===== src/rtl/button_repeat.sv =====
// button_repeat
//
// Turns a clean, debounced button level into single-cycle events for the
// paddle position logic: a press strobe, auto-repeat strobes while the
// button stays down, and a release strobe. The paddle logic moves one step
// per o_step and needs no timers of its own.
//
// Parameters
//   HOLD_DELAY    : cycles from the press edge to the first repeat (>= 1)
//   REPEAT_PERIOD : cycles between consecutive repeats (>= 1)
//
// Ports
//   i_clk     : system clock, rising edge
//   i_rst_n   : asynchronous active-low reset
//   i_level   : debounced button level, 1 = pressed, synchronous to i_clk
//   o_press   : one-cycle strobe on press
//   o_repeat  : one-cycle strobe per auto-repeat
//   o_step    : o_press | o_repeat
//   o_release : one-cycle strobe on release
//   o_held    : high while the button is considered held (HOLD or REPEAT)
//
// state  | meaning
// -------+-------------------------------------------
// IDLE   | waiting for a press
// HOLD   | pressed, timing out HOLD_DELAY to first repeat
// REPEAT | pressed, emitting a repeat every REPEAT_PERIOD

module button_repeat #(
    parameter int HOLD_DELAY    = 12500000,
    parameter int REPEAT_PERIOD = 2500000
) (
    input  logic i_clk,
    input  logic i_rst_n,
    input  logic i_level,
    output logic o_press,
    output logic o_repeat,
    output logic o_step,
    output logic o_release,
    output logic o_held
);

    localparam int MAX_DELAY = (HOLD_DELAY > REPEAT_PERIOD) ? HOLD_DELAY : REPEAT_PERIOD;
    localparam int CW        = $clog2(MAX_DELAY) + 1;

    localparam logic [CW-1:0] HOLD_LAST   = CW'(HOLD_DELAY - 1);
    localparam logic [CW-1:0] REPEAT_LAST = CW'(REPEAT_PERIOD - 1);

    typedef enum logic [1:0] {
        IDLE   = 2'd0,
        HOLD   = 2'd1,
        REPEAT = 2'd2
    } state_t;

    state_t        state;
    state_t        state_nxt;
    logic [CW-1:0] count;
    logic [CW-1:0] count_nxt;
    logic          press_nxt;
    logic          repeat_nxt;
    logic          release_nxt;

    always_ff @(posedge i_clk or negedge i_rst_n) begin
        if (!i_rst_n) begin
            state     <= IDLE;
            count     <= '0;
            o_press   <= 1'b0;
            o_repeat  <= 1'b0;
            o_step    <= 1'b0;
            o_release <= 1'b0;
            o_held    <= 1'b0;
        end else begin
            state     <= state_nxt;
            count     <= count_nxt;
            o_press   <= press_nxt;
            o_repeat  <= repeat_nxt;
            o_step    <= press_nxt | repeat_nxt;
            o_release <= release_nxt;
            o_held    <= (state_nxt != IDLE);
        end
    end

    // Release is tested before the terminal count so that a button let go
    // on the same edge a repeat would have fired yields only a release.
    always_comb begin
        state_nxt   = state;
        count_nxt   = count;
        press_nxt   = 1'b0;
        repeat_nxt  = 1'b0;
        release_nxt = 1'b0;

        case (state)
            IDLE: begin
                count_nxt = '0;
                if (i_level) begin
                    state_nxt = HOLD;
                    press_nxt = 1'b1;
                end
            end

            HOLD: begin
                if (!i_level) begin
                    state_nxt   = IDLE;
                    release_nxt = 1'b1;
                    count_nxt   = '0;
                end else if (count == HOLD_LAST) begin
                    state_nxt  = REPEAT;
                    repeat_nxt = 1'b1;
                    count_nxt  = '0;
                end else begin
                    count_nxt = count + 1'b1;
                end
            end

            REPEAT: begin
                if (!i_level) begin
                    state_nxt   = IDLE;
                    release_nxt = 1'b1;
                    count_nxt   = '0;
                end else if (count == REPEAT_LAST) begin
                    repeat_nxt = 1'b1;
                    count_nxt  = '0;
                end else begin
                    count_nxt = count + 1'b1;
                end
            end

            default: begin
                state_nxt = IDLE;
                count_nxt = '0;
            end
        endcase
    end

endmodule


===== config.mk =====
export PLATFORM = sky130hd
export DESIGN_NAME = button_repeat
export DESIGN_NICKNAME = d
export VERILOG_FILES = /design/src/rtl/button_repeat.sv
export SDC_FILE = /design/constraint.sdc
export NUM_CORES = 1
export LEC_CHECK = 0
export CAP_MARGIN = 25
export CORE_MARGIN = 1
export CORE_UTILIZATION = 50
export DETAILED_ROUTE_END_ITERATION = 10
export PLACE_DENSITY_LB_ADDON = 0.2
export SYNTH_ARGS = -nofsm -noshare
export SYNTH_HDL_FRONTEND = slang
export SYNTH_SLANG_ARGS = --single-unit

===== constraint.sdc =====
create_clock -name i_clk -period 2.2 [get_ports i_clk]
set_input_delay 0.33 -clock i_clk [delete_from_list [all_inputs] [get_ports i_clk]]
set_output_delay 0.33 -clock i_clk [all_outputs]
set_load 0.02 [all_outputs]

==> Word level (Yosys, flattened, before mapping) <==
Cells that the tools add are included.
{ "classes": {"bitwise": 1, "addsub": 1, "n_reduce_logical": 3, "eq_ne": 4, "mux": 19} }
{ "op_table": {"columns": ["operator", "count"], "rows": [
  ["25-bit two-way mux", 4],
  ["25-bit one-hot mux with 2 select lines", 1],
  ["25-bit by 1-bit adder with 25-bit output (second input constant)", 1],
  ["25-bit by 22-bit == test with 1-bit output (second input constant)", 1],
  ["25-bit by 24-bit == test with 1-bit output (second input constant)", 1],
  ["1-bit two-way mux", 8],
  ["2-bit two-way mux", 4],
  ["2-bit one-hot mux with 3 select lines", 1],
  ["2-bit by 1-bit == test with 1-bit output (second input constant)", 1],
  ["2-bit == test (second input constant)", 1],
  ["2-bit zero test", 1],
  ["1-bit one-hot mux with 2 select lines", 1],
  ["2-bit nonzero test", 1],
  ["2-bit OR reduction", 1],
  ["1-bit bitwise OR", 1]
]} }
{ "totals": {"in_bits": 3, "regBits": 32} }

==> Depth between registers and ports, before layout <==
{ "depth": {"ltp_word": 5, "depth_mapped": 6, "mapped_depth_nobuf": 6} }

==> Least setup slack after synthesis <==
Ideal clock, no wire load.
{ "synth_timing": {"kind": "reg-to-reg", "start": "reg count[0]", "end": "reg count[18]", "path_stages_with_launch": 7, "slack_ns": 0.426, "arrival_time_ns": 1.629, "setup_time_ns": 0.145, "path_buffers": 1, "required_ns": 2.055, "cell_sequence": "dfrtp_1 ha_1 and4_2 nand3_1 o21ai_2 buf_2 a221oi_1"} }
{ "synth_between": {"elab_chain_len": 4, "word_cells_on_any_way": 8, "cone_classes": "1 x add/sub; 2 x eq/ne; 5 x mux"} }
{ "synth_rtl": {"columns": ["element", "line", "rtl"], "rows": [
  ["start: declaration", "56", "logic [CW-1:0] count;"],
  ["start signal: assignment", "73", "count <= count_nxt;"],
  ["25-bit by 1-bit adder with 25-bit output (tied with other cells)", "110, 123", null],
  ["25-bit two-way mux (on tied branches)", "119, 105", null],
  ["25-bit two-way mux (on tied branches)", "115, 101", null],
  ["25-bit one-hot mux with 2 select lines *", "91", "case (state)"],
  ["via count_nxt[18]", "57", "logic [CW-1:0] count_nxt;"]
]} }
Mark *: on every way through the listed nets, which the timed path passes. The rest lies on a longest branch.

==> Worst setup path after layout <==
{ "layout_timing": {"start": "reg count[0]", "end": "reg count[24]"} }
Same word-level chain as after synthesis.

==> qor.csv <==
metric,value,unit
status,"finished, final reports clean",
Post-synth top cells,"dfrtp_1, a211oi_1, nand2_1, nand3_1, a221oi_1",
sequential area share after synthesis,43.3,%
worst path required time,2.37,ns
CTS max path bufs,2,
crit path launch type,flop,
"count leader, synth",dfrtp_1,
routability cong.,0.792,
"FFs w/ async S/R, synth",100,%
max frequency,530,MHz
post-CTS sizing,0,
RSZ-0062 raised after global routing,no,
global-route wire length before repair,6.66,mm
syn_area_per_cell,10.5,um2
Overflow after GRT,0,
"slowest stage delay, CP",0.43,ns
HP Class,in -> async,
Cells after Synth,176,
initial antenna violation count,0,
WP buf/inv,0,
number of global-route vias before repair,1438,
max-cap violations,0,
synth top area cells,"dfrtp_1, a211oi_1, a221oi_1",
cts-stage hold buffer count,0,
Final Util,60.4,%
Area Overhead vs Synth,12.5,%
post-route antenna net violation count,0,
yosys warns,0,
DRC,0,
core area,0.00344,mm2
first-pass detailed-route iteration total,4,
count of final hold-check violations,0,
post-CTS setup buffers,0,
Leak Pwr,0.770,nW
routed wl met2,1.84,mm
critical path arrival,2.06,ns
share of cells above drive strength 1,12.7,%
routed length on met1,1.79,mm
worst-path cell chain,ha_1 > and4_2 > nand4_4 > or4_1 > a221oi_1,
Num CTS Buffers,5,
die area,0.00394,mm2
Skew-Pair Late Insertion Delay,0.27,ns
Least-Margin Pin Slew,0.395,ns
Post-Syn Nets,184,
Post-synth EDFFs,0,
I/O pin count,8,
"Reg clk slew, reported paths",0.06,ns
Synth area leader,dfrtp_1,
GRT Total Usage,21.7,%
VDD IR-drop max,0.332,mV
Met3 Routed Length,113,um
largest net degree at the start of global routing,33,
Final Cycle Share,85.8,%
critical path's top delay family,simple AND/OR/NAND/NOR gates,
total chip power,1.54,mW
wire per inst,16.0,um
clock root buffer master,clkbuf_8,
placed insts,228,
"slowest stage cell, crit path",or4_1,
final setup violating endpoints,0,
setup TNS,0,ns
dpl hpwl,2.63,mm
"Top FF cell, synth",dfrtp_1,
pre-CTS setup slack,0.293,ns
Mapped Area,0.00185,mm2
Clock Skew,0.00129,ns
starting density of the core,53.7,%
CTS sink cnt,32,
Routed WL,3.77,mm
final std cells w/o fill,235,
share of the synthesized area in the top cell type,43.3,%
Chip Width,62.8,um
via count,1474,
Crit Path Max Fanout,9,
critical path class,reg -> reg,
DR iter-0 viols,88,
die height,62.8,um
CTS tree,done,
pwr dens,739,mW/mm2
Antenna Cells,0,
setup ws final,0.312,ns
H-tree depth,2,
Rows,21,
cell area after layout,0.00208,mm2
CP Capture Type,flop,
Synth cell types,43,
"flops & latches, synth",32,
Nets,197,
Final min period,1.89,ns
highest routed metal layer,met4,
I/O Buffers,7,
Post-DP Area,0.00198,mm2
Slew headroom,73.7,%
max-slew violations,0,
Via density,6.27,
Hold Slack,0.454,ns
worst paths after layout:
path	startpoint	to	slack [ns]	cells past startpoint
min	i_rst_n	count[2]	0.45	2
max in group asynchronous	i_rst_n	count[17]	1.46	2
min in group i_clk	count[0]	count[0]	0.50	1
max reg2reg	count[0]	count[24]	0.31	5
min reg2reg	count[0]	count[0]	0.50	1
max	count[0]	count[24]	0.31	5
registers in the layout, summed over array words and instances, names as in the netlist:
name / flops
count: 25
o_held: 1
o_press: 1
o_release: 1
o_repeat: 1
o_step: 1
state: 2
placed cells by master (no fill, tap or decap), drive strengths merged:
| cell type | Yosys | layout |
|---|---|---|
| nor3 | 3 | 3 |
| a22oi | 1 | 1 |
| or4 | 6 | 6 |
| a221oi | 11 | 11 |
| xnor2 | 5 | 5 |
| o22ai | 1 | 1 |
| xor2 | 7 | 7 |
| nor2 | 2 | 2 |
| clkbuf | 2 | 7 |
| nand4 | 7 | 7 |
| nand3b | 1 | 1 |
| mux2 | 1 | 1 |
| o21bai | 1 | 1 |
| nand4b | 1 | 1 |
| o31ai | 6 | 6 |
| nor2b | 1 | 1 |
| nand2 | 12 | 12 |
| buf | 5 | 6 |
| a21oi | 1 | 1 |
| o211ai | 1 | 1 |
| inv | 5 | 5 |
| nand3 | 10 | 10 |
| dfrtp | 32 | 32 |
| a2bb2oi | 1 | 1 |
| or3 | 6 | 6 |
| nor4b | 2 | 2 |
| and4 | 6 | 6 |
| a21o | 1 | 1 |
| a21boi | 1 | 1 |
| ha | 5 | 5 |
| nand4bb | 1 | 1 |
| and2 | 2 | 2 |
| and3 | 4 | 4 |
| o21ai | 7 | 7 |
| a211oi | 15 | 15 |
| nor4 | 3 | 3 |
| clkdlybuf4s50 | 0 | 7 |
power by group:
group	internal, mW	total [mW]	leakage [nW]	switching (mW)
registers	0.630	0.660	0.439	0.0302
logic	0.153	0.395	0.280	0.242
clock network	0.278	0.480	0.0503	0.202
total	1.06	1.54	0.770	0.474
per-layer routing:
layer  vias to the layer above  global-route usage (%)
li1                        721                       -
met2                        22                    34.5
met1                       729                    29.3
met3                         2                    5.47
met5                         -                       0
met4                         0                    6.10
logic make-up after synthesis:
logic type,synth area share [%]
flops,43.3
simple gates,24.0
compound gates,19.8
fa+ha+maj,3.39
xor+xnor,5.69
buf+inv,3.11
mux,0.609
worst reg2reg max path: stages, from the launching register on:
cell and delay (ns):
dfrtp_1 0.39, ha_1 0.23, and4_2 0.32, nand4_4 0.15, or4_1 0.43, a221oi_1 0.28
area by class of cell:
class | count | area, um2
Inverter | 5 | 18.8
Sequential cell | 32 | 801
Multi-Input combinational cell | 132 | 990
Clock buffer | 7 | 96.3
Fill cell | 291 | 1360
Tap cell | 46 | 57.6
Timing Repair Buffer | 13 | 115
No activity file was read; power rests on OpenSTA's default activity.
